File: config.mk
export PLATFORM = sky130hd
export DESIGN_NAME = crtc_init_seq
export DESIGN_NICKNAME = d
export VERILOG_FILES = /design/src/rtl/crtc_init_seq.sv
export SDC_FILE = /design/constraint.sdc
export NUM_CORES = 1
export LEC_CHECK = 0
export CAP_MARGIN = 10
export CORE_AREA = 5 5 57 59
export CTS_BUF_LIST = sky130_fd_sc_hd__clkbuf_4 sky130_fd_sc_hd__clkbuf_8 sky130_fd_sc_hd__clkbuf_16
export CTS_CLUSTER_DIAMETER = 50
export CTS_CLUSTER_SIZE = 30
export DETAILED_ROUTE_END_ITERATION = 7
export DIE_AREA = 0 0 62 64
export PLACE_DENSITY = 0.65
export SYNTH_ARGS = -nofsm -noshare
export SYNTH_HDL_FRONTEND = slang
export SYNTH_SLANG_ARGS = --single-unit
File: constraint.sdc
create_clock -name CLOCK -period 3.95 [get_ports CLOCK]
set_input_delay 0.395 -clock CLOCK [delete_from_list [all_inputs] [get_ports CLOCK]]
set_output_delay 0.395 -clock CLOCK [all_outputs]
set_load 0.005 [all_outputs]
File: src/rtl/crtc_init_seq.sv
// Loads a 16-register CPC CRTC preset (50/60 Hz) on START: one register per two clocks, 34 cycles from START to DONE.
// Owns the CRTC port for 33 cycles (BUSY/CPU_WAIT); CPU data writes meanwhile are dropped, select writes are still tracked.
module crtc_init_seq (
  input  logic       CLOCK,
  input  logic       RESET,
  input  logic       START,
  input  logic       PRESET,
  input  logic       CPU_ENABLE,
  input  logic       CPU_nCS,
  input  logic       CPU_R_nW,
  input  logic       CPU_RS,
  input  logic [7:0] CPU_DI,
  output logic       ENABLE,
  output logic       nCS,
  output logic       R_nW,
  output logic       RS,
  output logic [7:0] DI,
  output logic       BUSY,
  output logic       CPU_WAIT,
  output logic       DONE,
  output logic       DROPPED
);

  typedef enum logic [2:0] {ST_IDLE, ST_SEL, ST_DATA, ST_RESTORE, ST_FINISH} state_t;

  state_t     state, state_nxt;
  logic [3:0] idx, idx_nxt;
  logic       preset_q;
  logic [4:0] shadow_sel;
  logic       dropped_q;
  logic       cpu_sel_wr, cpu_dat_wr;

  function automatic logic [7:0] preset_val(input logic hz60, input logic [3:0] r);
    case (r)
      4'd0:    preset_val = 8'd63;
      4'd1:    preset_val = 8'd40;
      4'd2:    preset_val = 8'd46;
      4'd3:    preset_val = 8'd142;
      4'd4:    preset_val = hz60 ? 8'd31 : 8'd38;
      4'd6:    preset_val = 8'd25;
      4'd7:    preset_val = hz60 ? 8'd27 : 8'd30;
      4'd9:    preset_val = 8'd7;
      4'd12:   preset_val = 8'd48;
      default: preset_val = 8'd0;
    endcase
  endfunction

  assign cpu_sel_wr = CPU_ENABLE & ~CPU_nCS & ~CPU_R_nW & ~CPU_RS;
  assign cpu_dat_wr = CPU_ENABLE & ~CPU_nCS & ~CPU_R_nW &  CPU_RS;

  always_ff @(posedge CLOCK) begin
    if (RESET) begin
      state      <= ST_IDLE;
      idx        <= 4'd0;
      preset_q   <= 1'b0;
      shadow_sel <= 5'd0;
      dropped_q  <= 1'b0;
    end else begin
      state <= state_nxt;
      idx   <= idx_nxt;
      if (state == ST_IDLE && START) begin
        preset_q  <= PRESET;
        dropped_q <= 1'b0;
      end else if (BUSY && cpu_dat_wr) begin
        dropped_q <= 1'b1;
      end
      // Select writes are shadowed even while stalled so RESTORE puts back the latest one
      if (cpu_sel_wr) shadow_sel <= CPU_DI[4:0];
    end
  end

  always_comb begin
    state_nxt = state;
    idx_nxt   = idx;
    ENABLE    = CPU_ENABLE;
    nCS       = CPU_nCS;
    R_nW      = CPU_R_nW;
    RS        = CPU_RS;
    DI        = CPU_DI;
    BUSY      = 1'b0;
    DONE      = 1'b0;
    case (state)
      ST_IDLE: begin
        if (START) begin
          state_nxt = ST_SEL;
          idx_nxt   = 4'd0;
        end
      end
      ST_SEL: begin
        BUSY      = 1'b1;
        ENABLE    = 1'b1;
        nCS       = 1'b0;
        R_nW      = 1'b0;
        RS        = 1'b0;
        DI        = {4'b0, idx};
        state_nxt = ST_DATA;
      end
      ST_DATA: begin
        BUSY   = 1'b1;
        ENABLE = 1'b1;
        nCS    = 1'b0;
        R_nW   = 1'b0;
        RS     = 1'b1;
        DI     = preset_val(preset_q, idx);
        if (idx == 4'd15) begin
          state_nxt = ST_RESTORE;
          idx_nxt   = 4'd0;
        end else begin
          state_nxt = ST_SEL;
          idx_nxt   = idx + 4'd1;
        end
      end
      ST_RESTORE: begin
        BUSY      = 1'b1;
        ENABLE    = 1'b1;
        nCS       = 1'b0;
        R_nW      = 1'b0;
        RS        = 1'b0;
        DI        = {3'b0, shadow_sel};
        state_nxt = ST_FINISH;
      end
      ST_FINISH: begin
        DONE      = 1'b1;
        state_nxt = ST_IDLE;
      end
      default: state_nxt = ST_IDLE;
    endcase
  end

  assign CPU_WAIT = BUSY;
  assign DROPPED  = dropped_q;

endmodule

After elaboration in Yosys (flattened, before gate mapping)

Cells that the tools add are included.

Eq/ne operators: 14
Muxes and demuxes: 16
Bitwise logic cells: 7
Add/sub/neg operators: 1
Reductions and logical operators: 9

Operator list:

| cell                                                            | number |
|---|---|
| 8-bit one-hot mux with 9 select lines                           | 1 |
| 8-bit one-hot mux with 3 select lines                           | 1 |
| 4-bit by 3-bit == test with 1-bit output, second input constant | 3 |
| 4-bit == test, second input constant                            | 3 |
| 3-bit one-hot mux with 4 select lines                           | 1 |
| 4-bit by 2-bit == test with 1-bit output, second input constant | 2 |
| 4-bit two-way mux                                               | 2 |
| 4-bit one-hot mux with 2 select lines                           | 1 |
| 3-bit by 2-bit == test with 1-bit output, second input constant | 2 |
| 3-bit two-way mux                                               | 2 |
| 6-bit two-way mux                                               | 1 |
| 1-bit two-way mux                                               | 5 |
| 4-bit by 1-bit adder with 4-bit output, second input constant   | 1 |
| 1-bit bitwise AND                                               | 4 |
| 4-bit by 1-bit == test with 1-bit output, second input constant | 1 |
| 4-bit zero test                                                 | 1 |
| 2-bit OR reduction                                              | 2 |
| 3-bit by 1-bit == test with 1-bit output, second input constant | 1 |
| 3-bit == test, second input constant                            | 1 |
| 3-bit zero test                                                 | 1 |
| 1-bit NOT                                                       | 3 |
| 3-bit OR reduction                                              | 1 |
| 1-bit logical AND                                               | 2 |
| 2-bit two-way mux                                               | 1 |
| other kinds (4)                                                 | 4 |

Bits in registers: 14
Logic and storage cells: 52
Input port bits: 16
Output and inout bits: 16

Logic depth before layout (Yosys ltp)

Depth in word-level cells: 5
Mapped depth: 7
Depth with buffers taken out: 6

Least setup slack after synthesis

Ideal clock, no wire load.

Path kind: register -> output
Start point: register idx[0]
End point: output DI[5]
Cell stages (with the launch flop): 8
Path slack: 2150 ps
Data arrival time: 1405 ps
Path buffers: 1
Required time: 3555 ps
Cell sequence: dfxtp_1 inv_1 ha_1 buf_2 nor3_1 o221ai_1 nand2_1 o31ai_1

Longest elaborated chain between the ends: 3
Elaborated cells on any way between the ends: 11
Classes of those cells: 8 x eq/ne; 2 x mux; 1 x reduce/logical

RTL lines:

| element                                     | line | RTL |
|---|---|---|
| start, declared                             | 27   | `logic [3:0] idx, idx_nxt;` |
| start signal, assigned                      | 60   | `idx <= idx_nxt;` |
| 4-bit == test, or another cell as far along | 34   | `case (r)` |
| 8-bit one-hot mux with 9 select lines *     | 34   |  |
| 8-bit one-hot mux with 3 select lines *     | 82   | `case (state)` |
| end, declared                               | 17   | `output logic [7:0] DI,` |

Mark *: on every way between the ends. The rest lies on a longest branch, timed or not.

Worst setup path in the final report

Same ends and word-level chain as after synthesis.

==> reports/qor.yml <==
post_cts_buffers: 0
cts_htree_levels: 1
worst_ep_arrival_time_ps: 2430
rsz0062_at_grt: "no"
hold_depth: 2
synthDistinctLibCells: 34
crit_buf_inv: 2
drt_iter0_markers: 45
p_leak_nw: 0.478
fin_ws_ps: 1120
synth-main-ff-cell: "dfxtp_1"
cts_hold_buf: 0
path_cells: "inv_1 -> ha_1 -> nor3_1 -> o221ai_1 -> nand2_1 -> o31ai_1 -> clkdlybuf4s50_1"
fin_cells: 197
dp_slack_ps: 1440
fillers: 278
post-route-drc-count: 0
drive_above_1_share_pct: 3.61
clock_latency_ps: 270
met2WireLength_um: 1460
crit_path_top_delay_cell: "clkdlybuf4s50_1"
grt_pass1_wl_um: 4870
io_buffers: 31
clk_path_buf_depth: 2
yosysWarnings: 0
endpoint_kind: "primary output"
grt.overflow.total: 0
cp_max_fo: 11
synth.largest_area_cell: "dfxtp_1"
p_per_area_nw_per_um2: 261
period_minus_slack_ps: 2830
grt_max_degree: 22
antenna_found_initial: 0
yosysMostFrequentCell: "nor2_1"
p_seq_share_pct: 42.9
top_layer: "met4"
worstMarginPinSlew_ps: 701
synth_compound_area_share_pct: 24.2
num_rows: 19
synthCells: 141
synthMuxAreaShare_pct: 7.70
power_frac_comb_pct: 28.3
holdPathEnd: "DROPPED$_SDFFE_PP0P_"
min_path_type: "reg2reg"
cts_tree: "built"
synth_common_cells: "nor2_1 (21), dfxtp_1 (14), nand2_1 (10)"
sw_frac_of_total_pct: 27.4
cts_resized: 0
worstReg2RegEnd: "DROPPED$_SDFFE_PP0P_"
diodes: 0
numCtsBuffers: 3
synth_top_family_by_area: "simple AND/OR/NAND/NOR gates"
root_buffer: "clkbuf_4"
dr.pass1.iters: 4
reg2regPathDepth: 4
avgRoutedWirePerCell_um: 15.1
reg2reg_from: "state[0]$_SDFFE_PP0P_"
synthesis.area_um2: 1040
floorplan.die.width_um: 62
clockPowerShare_pct: 28.8
ir_drop_mv: 0.197
synth_top_area_share_pct: 27.0
finalHoldViolCount: 0
final.period_utilization_pct: 71.6
fmax_ghz: 0.354
cp_slowest_stage_delay_ps: 550
via_per_inst: 5.64
dpl_cell_area_um2: 1340
dpl.hpwl_um: 2280
dp.cells: 193
critical_path_class: "reg2out"
nNetsFinal: 187
track_usage_pct: 15.9
yosys.area_share.simple_pct: 28.9
synth-edff-count: 0
synthAdderAreaFrac_pct: 4.81
routed_wirelength_um: 2970
maxCapViolations: 0
cpLargestDelayFamily: "buffers and inverters"
reg2reg_slack_ps: 2240
synth_seq_cells: 14
post_synth_xor_area_fraction_pct: 0
power.internal_w: 0.000260
fp.dieH_um: 64
ys_seq_area_share_pct: 27.0
cts.sink_count: 14
area_growth_pct: 32.1
power.net_switching_w: 0.0000981
hold_start: "DROPPED$_SDFFE_PP0P_"
critical_path_required_ps: 3560
wl_met1_um: 1330
ant_nets: 0
setup_tns_ps: 0
grt_pass1_vias: 1068
start_kind: "flip-flop"
initial_utilization_pct: 39.1
status: "complete, no violations"
slew-limit-headroom_pct: 53.2
die_area_um2: 3970
synth.avg_cell_area_um2: 7.37
synth_nets: 161
vias: 1111
fin_area_um2: 1370
maxSlewViolCount: 0
globalplace.congestion: 0.897
final_core_utilization_pct: 51.6
core_area_um2: 2660
synth_area_leaders: "dfxtp_1 (27%), mux2i_1 (7.7%), nor2_1 (7.6%), ha_1 (4.8%), a21oi_1 (4.3%)"
fin_skew_ps: 0.810
final-setup-viol-count: 0
ys_async_sr_fraction_pct: 0
wl_met3_um: 159
clk_pin_slew_ps: 90
ios: 32
-- worst reg2reg max path: cells and delay by family, from the launching register on --
| kind | cells | cell delay (ps) |
|---|---|---|
| flops | 1 | 540 |
| buf+inv | 1 | 170 |
| simple gates | 1 | 60 |
| compound gates | 2 | 830 |
-- layout by cell type (no fill, tap or decap), types with 2 or more instances in the layout --
master / instances
a21oi_1: 9
a31oi_1: 3
a32oi_1: 5
and2_1: 3
clkbuf_4: 3
clkdlybuf4s50_1: 31
dfxtp_1: 14
ha_1: 4
inv_1: 6
mux2i_1: 8
nand2_1: 10
nand2b_1: 6
nand3_1: 3
nor2_1: 21
nor2b_1: 4
nor3_1: 9
nor3b_1: 3
o211ai_1: 2
o21ai_0: 7
-- layout make-up --
type / count / area [um^2] / share of cell area [%]
well taps: 31 / 38.8 / 2.82
multi-input cells: 110 / 682 / 49.6
flip-flops and latches: 14 / 280 / 20.4
inverters: 7 / 26.3 / 1.91
clock buffers: 4 / 36.3 / 2.64
repair buffers: 31 / 310 / 22.6
-- state kept, by name, indices dropped and copies added, names as in the netlist --
name / count
idx: 4
preset_q: 1
DROPPED: 1
state: 3
shadow_sel: 5
-- kinds of logic after synthesis --
group,after synthesis
AND/OR/NAND/NOR,61
flip-flops,14
multiplexers,8
AO/OA/AOI/OAI,37
buffers and inverters,17
adder cells (fa/ha/maj),4
-- per-layer routing --
layer | up-vias | global-route usage (%)
met3 | 2 | 3.02
li1 | 552 | -
met1 | 530 | 21.2
met5 | - | 0
met4 | 0 | 5.04
met2 | 27 | 25.4
-- power groups by stage --
stage | registers [W] | logic (W) | clock network (W)
floorplan | 0.000150 | 0.0000516 | 0
global placement | 0.000157 | 0.000100 | 0
detailed placement | 0.000157 | 0.000101 | 0
CTS | 0.000153 | 0.000102 | 0.000108
global route | 0.000155 | 0.000110 | 0.000116
finish | 0.000154 | 0.000101 | 0.000103
-- how the worst max path moves through the flow --
stage	end	slack, ps	start	cells past startpoint
final	DI[5]	1120	idx[0]$_SDFFE_PP0P_	7
after floorplan	DI[5]	2150	idx[0]$_SDFFE_PP0P_	7
after CTS	DI[5]	1110	idx[0]$_SDFFE_PP0P_	7
after global routing	DI[2]	900	state[0]$_SDFFE_PP0P_	5
after detailed placement	DI[5]	1440	idx[0]$_SDFFE_PP0P_	7
after global placement	DI[5]	1510	idx[0]$_SDFFE_PP0P_	7
-- through the flow --
stage               hold slack (ps)  power (W)
finish                          513   0.000358
global route                    545   0.000381
CTS                             523   0.000364
detailed placement              501   0.000258
global placement                488   0.000257
floorplan                       460   0.000202
No activity file was read; power rests on OpenSTA's default activity.
